===== config.mk =====
export PLATFORM = sky130hd
export DESIGN_NAME = filter_top_level_flat
export DESIGN_NICKNAME = d
export VERILOG_FILES = /design/src/rtl/filter_top_level_if.sv /design/src/rtl/filter_top_level.sv /design/src/flat_wrapper.sv
export SDC_FILE = /design/constraint.sdc
export NUM_CORES = 1
export LEC_CHECK = 0
export BUFFER_PORTS_ARGS = -buffer_cell sky130_fd_sc_hd__buf_2
export CAP_MARGIN = 20
export CORE_MARGIN = 2
export CORE_UTILIZATION = 55
export DETAILED_ROUTE_END_ITERATION = 10
export MAX_ROUTING_LAYER = met4
export PLACE_DENSITY = 0.8
export SLEW_MARGIN = 20
export SYNTH_ARGS = -nofsm -noshare
export SYNTH_HDL_FRONTEND = slang
export SYNTH_SLANG_ARGS = --single-unit

===== constraint.sdc =====
create_clock -name vclk -period 5.25
set_input_delay 1.05 -clock vclk [all_inputs]
set_output_delay 1.05 -clock vclk [all_outputs]
set_load 0.02 [all_outputs]

===== src/rtl/filter_top_level_if.sv =====
// filter_top_level_if
//   Pixel-in / pixel-out bundle for the colour filter stage.
//   in              : 32-bit pixel word {b3,b2,b1,b0}
//   filterMode      : 00 debayer, 01 brighten, 10 darken, 11 grayscale
//   brightnessCoeff : unsigned brightness offset (beta)
//   result          : filtered pixel {alpha,R,G,B}
//   master drives the pixel and controls; slave (the filter) drives result.
interface filter_top_level_if;
  logic [31:0] in;
  logic [1:0]  filterMode;
  logic [7:0]  brightnessCoeff;
  logic [31:0] result;

  modport master (output in, output filterMode, output brightnessCoeff, input result);
  modport slave  (input in, input filterMode, input brightnessCoeff, output result);
endinterface


===== src/rtl/filter_top_level.sv =====
// filter_top_level
//   Per-pixel colour filter, purely combinational.
//   Ports:
//     clk   : system clock, kept for pipeline-interface uniformity only
//     n_rst : async active-low reset, kept for uniformity only
//     bus   : filter_top_level_if.slave (in, filterMode, brightnessCoeff -> result)
//   result = {8'hFF, R, G, B}; the RGB source depends on filterMode.

// One colour channel's saturating add/subtract of beta.
module filter_lane (
  input  logic [7:0] ch_i,
  input  logic [7:0] beta_i,
  output logic [7:0] add_sat_o,
  output logic [7:0] sub_sat_o
);
  logic [8:0] sum;
  logic [8:0] diff;

  assign sum  = {1'b0, ch_i} + {1'b0, beta_i};
  assign diff = {1'b0, ch_i} - {1'b0, beta_i};

  // Bit 8 is carry-out on the add and borrow on the subtract.
  assign add_sat_o = sum[8]  ? 8'hFF : sum[7:0];
  assign sub_sat_o = diff[8] ? 8'h00 : diff[7:0];
endmodule

module filter_top_level (
  input  logic                 clk,
  input  logic                 n_rst,
  filter_top_level_if.slave    bus
);
  localparam int NUM_LANES = 3;
  localparam int VEC_W     = 8;

  typedef enum logic [1:0] {
    MODE_DEBAYER = 2'b00,
    MODE_BRIGHT  = 2'b01,
    MODE_DARK    = 2'b10,
    MODE_GRAY    = 2'b11
  } mode_e;

  // clk/n_rst intentionally have no effect on the datapath.
  logic unused_clk_rst;
  assign unused_clk_rst = &{1'b0, clk, n_rst};

  mode_e mode;
  assign mode = mode_e'(bus.filterMode);

  // xRGB view: lane 2 = R (b2), lane 1 = G (b1), lane 0 = B (b0).
  logic [NUM_LANES-1:0][VEC_W-1:0] ch;
  logic [NUM_LANES-1:0][VEC_W-1:0] add_sat;
  logic [NUM_LANES-1:0][VEC_W-1:0] sub_sat;

  assign ch = bus.in[NUM_LANES*VEC_W-1:0];

  for (genvar l = 0; l < NUM_LANES; l++) begin : g_lane
    filter_lane u_lane (
      .ch_i      (ch[l]),
      .beta_i    (bus.brightnessCoeff),
      .add_sat_o (add_sat[l]),
      .sub_sat_o (sub_sat[l])
    );
  end

  // Debayer: average the two greens with a 9-bit sum so nothing is lost.
  logic [8:0] g_sum;
  assign g_sum = {1'b0, bus.in[23:16]} + {1'b0, bus.in[15:8]};

  // Grayscale: R + 2G + B fits in 10 bits; /4 is at most 255.
  logic [9:0] y_sum;
  logic [7:0] y;
  assign y_sum = {2'b00, ch[2]} + {1'b0, ch[1], 1'b0} + {2'b00, ch[0]};
  assign y     = y_sum[9:2];

  logic [23:0] rgb;

  always_comb begin
    rgb = 24'h000000;
    unique case (mode)
      MODE_DEBAYER: rgb = {bus.in[31:24], g_sum[8:1], bus.in[7:0]};
      MODE_BRIGHT:  rgb = add_sat;
      MODE_DARK:    rgb = sub_sat;
      MODE_GRAY:    rgb = {y, y, y};
      default:      rgb = 24'h000000;
    endcase
  end

  assign bus.result = {8'hFF, rgb};
endmodule


===== src/flat_wrapper.sv =====
// flat-port wrapper written by rule: the top's interface ports become plain ports
module filter_top_level_flat 
  (clk, n_rst, bus_in, bus_filterMode, bus_brightnessCoeff, bus_result);
  filter_top_level_if bus_i ();
  input  logic clk;
  input  logic n_rst;
  input wire logic [$bits(bus_i.in)-1:0] bus_in;
  input wire logic [$bits(bus_i.filterMode)-1:0] bus_filterMode;
  input wire logic [$bits(bus_i.brightnessCoeff)-1:0] bus_brightnessCoeff;
  output wire logic [$bits(bus_i.result)-1:0] bus_result;
  assign bus_i.in = bus_in;
  assign bus_i.filterMode = bus_filterMode;
  assign bus_i.brightnessCoeff = bus_brightnessCoeff;
  assign bus_result = bus_i.result;
  filter_top_level u_core (.clk(clk), .n_rst(n_rst), .bus(bus_i));
endmodule

==> results.yml <==
clock_network:
  cts_hold_buf: 0
cells_and_area:
  mostFrequentLayoutCells: "buf_2, ha_1, nor2_1, a21oi_1, o21ai_0"
  multi_input_area_um2: 3510
  final.fill_count: 654
  num_antenna_cells: 0
  fin_area_um2: 4100
  fin_nets: 705
  clockBufferCount: 0
  syn_to_final_growth_pct: 7.26
  layout-drive-gt1-share: 0.151
  layout_commonest_cell: "buf_2"
  seq_cell_count: 0
  regArea_um2: 0
  fin_util: 0.607
synthesis:
  yosysTopAreaCell: "ha_1"
  yosys-top-cells-area: "ha_1, fa_1, a21oi_1, o21ai_0, nor2_1"
  synth_cell_types: 68
  yosys.area_share.simple: 0.250
  synthMuxAreaShare: 0.0141
  synth_top_area_frac: 0.203
  synthesis.area_um2: 3830
  synthAdderAreaFrac: 0.281
  avgSynthCellArea_um2: 7.17
  synth_top_family_by_area: "compound AO/OA/AOI/OAI gates"
  postSynthCellCount: 534
  ys_warn_count: 0
  ys_seq_area_frac: 0
  synth-compound-area-share: 0.320
  synthXorXnorAreaFrac: 0.0435
drt:
  drtIter0Drc: 291
  wl_per_cell_um: 18.7
  route.vias.total: 4328
  avgViaCountPerCell: 6.54
  first_pass_iters: 5
  post-route-drc-count: 0
  drtAntennaViolNets: 0
  wl_um: 12400
global_routing:
  grt.overflow.total: 0
  first_global_vias: 4186
  grt_start_max_net_pins: 35
  grt_pass1_wl_um: 19500
  antenna_found_initial: 0
  grt_usage: 0.329
place:
  dpl.hpwl_um: 10000
  port_buffers: 66
  pre_cts_slack_ns: 0.107
  gp_congestion: 0.997
  placed_cell_area_um2: 4100
timing:
  relSlewSlack: 0.530
  setup-violations-final: 0
  finalCritPeriodShare: 0.983
  fmax_mhz: 194
  setup_slack_ns: 0.0867
  hold_viol: 0
  tightest_slew_ns: 0.702
  fin_tns_setup_ns: 0
  maxSlewViolCount: 0
  fin_crit_ns: 5.16
critical_path:
  slowest_delay_ns: 0.49
  cp_max_fo: 5
  arrival_ns: 4.11
  path_cells: "buf_2 -> inv_1 -> fa_1 -> or3_1 -> fa_1 -> nand2b_1 -> a21oi_2 -> nor4_1 -> a221oi_2 -> nand2_2 -> o41a_1 -> buf_2"
  cp-end-kind: "output port"
  crit_buf_inv: 3
  cp.required_ns: 4.20
  critical_path.top_delay_family: "adder cells"
  crit_path_start_kind: "input port"
  cp_slowest_cell: "fa_1"
  critPathKind: "input port to output port"
job:
  drv_cap: 0
die:
  start_util: 0.566
  core_um2: 6760
  die_h_um: 87.4
  rows: 30
  io_pins: 76
  die_x_um: 87.4
  die_area_um2: 7640
worst_hold_path:
  hp-class: "input port to output port"
power_and_ir_drop:
  ir_worst_vdd_mv: 0.0706
  p_leak_uw: 0.00191
  cellPowerDensity_nw_per_um2: 147
status:
  status: "completed"
[cells by family (layout without fill, tap and decap cells)]
family | Yosys count | in the layout
other | 1 | 8
AND/OR/NAND/NOR | 187 | 187
multiplexers | 4 | 4
buffers and inverters | 65 | 106
AO/OA/AOI/OAI | 181 | 181
adder cells (fa/ha/maj) | 77 | 77
XOR/XNOR | 19 | 19
[timing repair]
action,4_1_cts,5_1_grt
gates resized for setup,0,1
setup buffers,0,0
setup endpoints to repair,0,1
[path summary, 6_finish.rpt]
kind / cells after the start / end / slack [ns] / start
max: 12 / bus_result[5] / 0.09 / bus_in[1]
min: 4 / bus_result[18] / 2.44 / bus_in[26]
[metal layers]
metal / global-route usage / part of all wire / vias up
met1: 0.403 / 0.41 / 2022
met5: - / 0 / -
met2: 0.569 / 0.49 / 221
li1: - / - / 2048
met4: 0.115 / 0.033 / 0
met3: 0.0227 / 0.074 / 37
[Yosys cell counts (4+ instances only)]
library cell and count:
a211o_1 5, a211oi_1 5, a21o_1 7, a21oi_1 39, a31oi_1 9, buf_2 5, buf_4 8, clkbuf_1 8
clkbuf_8 5, fa_1 15, ha_1 62, inv_1 36, nand2_1 34, nand2b_1 21, nand3_1 12, nand3b_1 5
nor2_1 46, nor2b_1 14, nor3_1 19, nor3b_1 4, nor4_1 5, o211ai_1 10, o21a_1 11, o21ai_0 37
o21bai_1 6, o22ai_1 5, o31ai_1 9, or2_2 5, or3_1 9, xnor2_1 14, xor2_1 5
[power breakdown]
group          switching (µW)  total (µW)  leakage, µW  internal, µW
combinational             366         601      0.00191           235
sequential                  0           0            0             0
clock                       0           0            0             0
[area by class of cell]
type | count | area share
Tap cell | 80 | 0.0244
Timing Repair Buffer | 70 | 0.0878
Multi-Input combinational cell | 476 | 0.855
Inverter | 36 | 0.0329
[metrics by stage]
stage          power, µW  hold slack [ns]  std cells
5_1_grt              656             2.49        662
2_1_floorplan        434             2.28        541
4_1_cts              588             2.44        662
3_5_place_dp         585             2.44        662
6_report             601             2.44        662
3_3_place_gp         564             2.44        662
Note: power is estimated with default switching activity, not from simulation.
